==> config.mk <==
export PLATFORM = sky130hd
export DESIGN_NAME = spi_reg_bridge
export DESIGN_NICKNAME = d
export VERILOG_FILES = /design/src/rtl/spi_regs_pkg.sv /design/src/rtl/txn_timeout.sv /design/src/rtl/spi_reg_bridge.sv
export SDC_FILE = /design/constraint.sdc
export NUM_CORES = 1
export LEC_CHECK = 0
export BUFFER_PORTS_ARGS = -buffer_cell sky130_fd_sc_hd__buf_2
export CAP_MARGIN = 40
export CORE_ASPECT_RATIO = 1.4
export CORE_MARGIN = 1
export CORE_UTILIZATION = 56
export DETAILED_ROUTE_END_ITERATION = 16
export PLACE_DENSITY = 0.79
export SYNTH_ARGS = -nofsm -noshare
export SYNTH_HDL_FRONTEND = slang
export SYNTH_SLANG_ARGS = --single-unit
==> constraint.sdc <==
create_clock -name clk -period 2.2 [get_ports clk]
set_input_delay 0 -clock clk [delete_from_list [all_inputs] [get_ports clk]]
set_output_delay 0 -clock clk [all_outputs]
set_load 0.1 [all_outputs]
==> src/rtl/spi_regs_pkg.sv <==
// Shared constants and types for the SPI register bridge: address map,
// opcode layout, STATUS bit positions and the transaction FSM states.
package spi_regs_pkg;

    localparam logic [6:0] ADDR_ID       = 7'h00;
    localparam logic [6:0] ADDR_LED      = 7'h01;
    localparam logic [6:0] ADDR_COUNT_LO = 7'h02;
    localparam logic [6:0] ADDR_COUNT_HI = 7'h03;
    localparam logic [6:0] ADDR_SCRATCH  = 7'h04;
    localparam logic [6:0] ADDR_STATUS   = 7'h05;

    localparam int WRITE_BIT = 7;

    localparam int ST_BAD_ADDR = 0;
    localparam int ST_TIMEOUT  = 1;
    localparam int ST_RO_WRITE = 2;

    localparam logic [7:0] RESP_IDLE = 8'h00;

    typedef enum logic [1:0] {
        IDLE  = 2'd0,
        WDATA = 2'd1,
        RDATA = 2'd2
    } state_t;

endpackage

==> src/rtl/txn_timeout.sv <==
// Restartable down-counter guarding the gap between the two bytes of a
// transaction; expired is high once TIMEOUT idle clocks have been spent.
module txn_timeout #(
    parameter int TIMEOUT = 1024
) (
    input  logic clk,
    input  logic rst,
    input  logic restart,
    input  logic enable,
    output logic expired
);

    localparam int CW = (TIMEOUT > 2) ? $clog2(TIMEOUT) : 1;
    localparam logic [CW-1:0] LOAD = CW'(TIMEOUT - 1);

    logic [CW-1:0] cnt;

    // NOTE: sequential state is assigned with <= so every flop samples the
    // pre-edge values, independent of statement order within the block.
    always_ff @(posedge clk) begin
        if (rst) begin
            cnt <= '0;
        end else if (restart) begin
            cnt <= LOAD;
        end else if (enable && (cnt != '0)) begin
            cnt <= cnt - 1'b1;
        end
    end

    assign expired = (cnt == '0);

endmodule

==> src/rtl/spi_reg_bridge.sv <==
// Two-byte SPI read/write protocol decoder driving a small register map
// (ID, LED, scratch, snapshotted encoder count, sticky clear-on-read STATUS).
module spi_reg_bridge
    import spi_regs_pkg::*;
#(
    parameter int         COUNT_WIDTH = 16,
    parameter logic [7:0] ID_VALUE    = 8'hA5,
    parameter int         TIMEOUT     = 1024
) (
    input  logic                   clk,
    input  logic                   rst,
    input  logic [7:0]             cmd,
    input  logic                   cmd_valid,
    input  logic [COUNT_WIDTH-1:0] count_in,
    output logic [7:0]             response,
    output logic [7:0]             led_reg,
    output logic                   busy
);

    state_t      state, state_d;
    logic [6:0]  addr, addr_d;
    logic [7:0]  response_d, led_d, scratch, scratch_d;
    logic [15:0] snap, snap_d;
    logic [2:0]  status, status_d, status_set;
    logic        status_clr;
    logic        expired;

    // Counter reloads throughout IDLE, so each WDATA/RDATA entry starts fresh.
    txn_timeout #(.TIMEOUT(TIMEOUT)) u_timeout (
        .clk     (clk),
        .rst     (rst),
        .restart (state == IDLE),
        .enable  ((state != IDLE) && !cmd_valid),
        .expired (expired)
    );

    // NOTE: every signal written here gets a default first, so no path
    // through the case leaves one unassigned and no latch is inferred.
    always_comb begin
        state_d    = state;
        addr_d     = addr;
        response_d = response;
        led_d      = led_reg;
        scratch_d  = scratch;
        snap_d     = snap;
        status_set = '0;
        status_clr = 1'b0;

        case (state)
            IDLE: begin
                if (cmd_valid) begin
                    if (cmd[WRITE_BIT]) begin
                        addr_d     = cmd[6:0];
                        response_d = RESP_IDLE;
                        state_d    = WDATA;
                    end else begin
                        state_d = RDATA;
                        case (cmd[6:0])
                            ADDR_ID:       response_d = ID_VALUE;
                            ADDR_LED:      response_d = led_reg;
                            ADDR_COUNT_LO: begin
                                snap_d     = 16'(count_in);
                                response_d = snap_d[7:0];
                            end
                            ADDR_COUNT_HI: response_d = snap[15:8];
                            ADDR_SCRATCH:  response_d = scratch;
                            ADDR_STATUS: begin
                                response_d = {5'b0, status};
                                status_clr = 1'b1;
                            end
                            default: begin
                                response_d              = 8'hFF;
                                status_set[ST_BAD_ADDR] = 1'b1;
                            end
                        endcase
                    end
                end
            end

            WDATA: begin
                if (cmd_valid) begin
                    state_d    = IDLE;
                    response_d = RESP_IDLE;
                    case (addr)
                        ADDR_LED:     led_d     = cmd;
                        ADDR_SCRATCH: scratch_d = cmd;
                        ADDR_ID, ADDR_COUNT_LO, ADDR_COUNT_HI, ADDR_STATUS:
                            status_set[ST_RO_WRITE] = 1'b1;
                        default:      status_set[ST_BAD_ADDR] = 1'b1;
                    endcase
                end else if (expired) begin
                    status_set[ST_TIMEOUT] = 1'b1;
                    response_d             = RESP_IDLE;
                    state_d                = IDLE;
                end
            end

            RDATA: begin
                if (cmd_valid || expired) begin
                    status_set[ST_TIMEOUT] = !cmd_valid;
                    response_d             = RESP_IDLE;
                    state_d                = IDLE;
                end
            end

            default: state_d = IDLE;
        endcase

        // Set wins over a same-cycle clear-on-read.
        status_d = (status & ~{3{status_clr}}) | status_set;
    end

    always_ff @(posedge clk) begin
        if (rst) begin
            state    <= IDLE;
            addr     <= '0;
            response <= RESP_IDLE;
            led_reg  <= '0;
            scratch  <= '0;
            snap     <= '0;
            status   <= '0;
            busy     <= 1'b0;
        end else begin
            state    <= state_d;
            addr     <= addr_d;
            response <= response_d;
            led_reg  <= led_d;
            scratch  <= scratch_d;
            snap     <= snap_d;
            status   <= status_d;
            busy     <= (state_d != IDLE);
        end
    end

endmodule
==> impl_results.md <==
- Normalized max-slew margin: 0.558
- Clock latency on the worst-skew pair: roughly 0.33 ns
- Antenna diode instance count: 0
- Gate count of the mapped netlist: 301
- Clock buffer depth: 2
- Clock Skew: 0.0145 ns
- Worst hold-check path type: in -> reg
- Maximum number of pins on one net before global-route repair: between 40 and 50
- Footprint of the multi-input gates: 1530 µm²
- Share of the clock period used by the worst path: 0.948
- Total area of sequential cells: 1100 µm²
- Number of search-and-repair iterations in the first detailed-routing pass: 4
- Port bufs: 43
- List of cells traversed by the critical path: dlygate4sd3_1, buf_2, or4_1, nor4_4, buf_4, mux2i_1, nor2_1
- TritonCTS clock tree: built
- Count of unique library cells instantiated by Yosys: 49
- Net count of the mapped netlist: 334
- DR WL/cell: 16.4 µm
- Post-synthesis async set-or-reset flop share: 0
- Flip-flop count of the largest register after layout: 10
- Synth Area per Inst: ~9 µm²
- Core area: 4610 µm²
- DIE WIDTH: just over 60 µm
- Global-route wire length before repair: 11.1 mm
- Arr. time, crit path: 2.29 ns
- Critical path's slowest cell: sky130_fd_sc_hd__or4_1
- Global route total overflow: 0
- Fin Setup TNS: 0 ns
- Number of failing setup endpoints in the final timing report: 0
- Post-route DRC violation count: 0
- Setup ws final: 0.115 ns
- Power Dens Cells: 660 nW/µm²
- Starting utilization of the core area: 0.596
- PostCTS Resize Cnt: 0
- Largest register by flop count: u_timeout.cnt
- Fin nets: 387
- Leading cell types by total area after synthesis: sky130_fd_sc_hd__dfxtp_1, sky130_fd_sc_hd__mux2i_1, sky130_fd_sc_hd__nor2_1, sky130_fd_sc_hd__a21oi_1, sky130_fd_sc_hd__ha_1
- Largest fanout of any net on the critical path: 8
- Leading cell type by number of instances after synthesis: sky130_fd_sc_hd__dfxtp_1
- Number of flops mapped to enable cells by yosys: 0
- Routed vias/inst: 5.95
- Slew at the pin closest to its max-slew limit: 0.656 ns
- Dominant synthesized flop cell: sky130_fd_sc_hd__dfxtp_1
- Sequential fraction of the synthesis area: 0.401
- Setup repair after global routing missed its margin: false
- Hold violation total from the final report: 0
- Setup Crit Path Kind: in -> reg
- Via count of the first global-routing pass: 2,381
- Commonest cells in the netlist: sky130_fd_sc_hd__dfxtp_1, sky130_fd_sc_hd__nor2_1, sky130_fd_sc_hd__mux2i_1
- Final ANT Viol Nets: 0
- Top-area cell type share of the netlist area: 0.401
- F_max: ~480 MHz
- Dpl hpwl: between 4 and 5 mm
- GRT Overall Usage: 0.289
- Worst slack at placement: between 0.2 and 0.3 ns
- Share of the core filled with cells in the final layout: 0.706
- Clk root buf: sky130_fd_sc_hd__clkbuf_8
- Post-Layout Inst Area: 3250 µm²
- Overall Power: 0.00215 W
- R2R setup slack: 0.24 ns
- Boundary Pins: 44
- MaxCap Viol Count: 0
- Clock Sinks: 55
- Type of origin of the critical path: input pin
- Critical path buffer and inverter count: 3
- Required time of the worst setup path: 2.41 ns
- Antenna violations before repair: 0
- Routed via count: approximately 2,500
- Post-synthesis to final-layout area growth: 18.4%
- Routed wire length: 6.85 mm
- H-tree levels: 2
- Leakage Power: 1.28 nW
- Max-slew violations: 0
- Crit end category: flip-flop
- Final RePlAce weighted congestion: just over 0.8
- Die Outline Area: 5190 µm²
- FF+latch count, synth: 55
- Total clock buffers created by CTS: 5
- Synth warn: 0
- Starting DRC count in detailed routing: 169
- Clock slew at the register clock pins of the worst setup and hold paths: 0.11 ns
- Largest incremental delay on the critical path: 0.70 ns
- Run status: finished clean
- Dominant cell type by area after synthesis: sky130_fd_sc_hd__dfxtp_1
- Die outline height: 84.9 µm
- Filler Cell Count: 380
- Post-Synthesis Cell Area: 2750 µm²
- Maximum vdd ir drop: 532 µV
- Critical path's top delay family: simple AND/OR/NAND/NOR gates
- Placed cell area: 3040 µm²
- Post-layout min period: between 2 and 2.5 ns
- Fraction of layout instances using a drive strength above 1: 0.206
- Row count: 29
cell usage in the layout (no fill, tap or decap), types with 3 or more instances in the layout:
master	netlist	layout
sky130_fd_sc_hd__o2111ai_1	3	3
sky130_fd_sc_hd__mux2_2	3	3
sky130_fd_sc_hd__or4_1	3	3
sky130_fd_sc_hd__nor3_1	4	4
sky130_fd_sc_hd__buf_2	2	43
sky130_fd_sc_hd__buf_4	1	10
sky130_fd_sc_hd__nor2_1	45	45
sky130_fd_sc_hd__o21ai_0	11	11
sky130_fd_sc_hd__ha_1	6	6
sky130_fd_sc_hd__dfxtp_1	55	55
sky130_fd_sc_hd__nor3b_1	5	5
sky130_fd_sc_hd__a21oi_1	19	19
sky130_fd_sc_hd__nor4_1	4	4
sky130_fd_sc_hd__a31oi_1	4	4
sky130_fd_sc_hd__inv_1	11	11
sky130_fd_sc_hd__xor2_1	3	3
sky130_fd_sc_hd__a311oi_1	5	5
sky130_fd_sc_hd__mux2i_1	29	29
sky130_fd_sc_hd__a22o_1	8	8
sky130_fd_sc_hd__nand3_1	8	8
sky130_fd_sc_hd__dlygate4sd3_1	0	12
sky130_fd_sc_hd__nor2b_1	3	3
sky130_fd_sc_hd__and2_1	5	5
sky130_fd_sc_hd__xnor2_1	5	5
sky130_fd_sc_hd__a22oi_1	3	3
sky130_fd_sc_hd__o211ai_1	3	3
sky130_fd_sc_hd__nand2_1	6	6
sky130_fd_sc_hd__clkbuf_8	0	5
power by group:
| group | internal (W) | switching (W) |
|---|---|---|
| Clock | 0.000234 | 0.000360 |
| Combinational | 0.000148 | 0.000317 |
| Sequential | 0.00105 | 0.0000445 |
| Total | 0.00143 | 0.000721 |
repair_timing:
action                                 CTS  global route
setup endpoints to repair                0             0
setup buffers                            0             0
endpoints found under the hold margin   17             0
hold buffers                            12             0
path summary, 6_finish.rpt:
check | endpoint | startpoint | cells past startpoint
setup / recovery | snap[14]$_SDFFE_PP0P_ | cmd[3] | 7
hold / removal | led_reg[4]$_SDFFE_PP0P_ | cmd[4] | 3
setup reg to reg | response[6]$_SDFFE_PP0P_ | u_timeout.cnt[0]$_SDFFE_PP0P_ | 6
hold reg to reg | status[0]$_SDFF_PP0_ | status[0]$_SDFF_PP0_ | 2
kinds of logic (layout without fill, tap and decap cells):
kind of cell / after synthesis / after routing / synth area share
AOI/OAI and AO/OA: 68 / 68 / 0.173
xor gates and xnor gates: 8 / 8 / 0.0255
adders and majority gates: 6 / 6 / 0.0273
buffers and inverters: 30 / 84 / 0.0433
DFF: 55 / 55 / 0.401
muxes: 32 / 32 / 0.118
and+or+nand+nor: 102 / 102 / 0.212
final cells by class:
type                       instances  share of cell area
clock buffer                       5              0.0211
multi-input combinational        216               0.469
clock inverter                     3             0.00846
sequential                        55               0.338
tap                               62              0.0238
inverter                          11              0.0127
timing repair buffer              65               0.126
worst reg2reg max path, cell delays in order, from the launching register on:
cell and delay (ns):
sky130_fd_sc_hd__dfxtp_1 0.36, sky130_fd_sc_hd__inv_1 0.09, sky130_fd_sc_hd__ha_1 0.18, sky130_fd_sc_hd__nor4b_4 0.21, sky130_fd_sc_hd__nand4_1 0.19, sky130_fd_sc_hd__a2111oi_4 0.65
sky130_fd_sc_hd__a22o_1 0.24
routing by layer:
metal / global-route usage / share of wire / up-vias
met2: 0.500 / 0.53 / 72
li1: - / - / 1201
met3: 0.0442 / 0.040 / 15
met4: 0.149 / 0.032 / 0
met5: 0 / 0 / -
met1: 0.330 / 0.40 / 1193
stage by stage:
step           cells  hold WS, ns
4_1_cts          417     0.000247
5_1_grt          417       0.0311
6_report         417       0.0106
2_1_floorplan    301        0.144
3_3_place_gp     397        0.234
3_5_place_dp     397        0.243
Note: power is estimated with default switching activity, not from simulation.
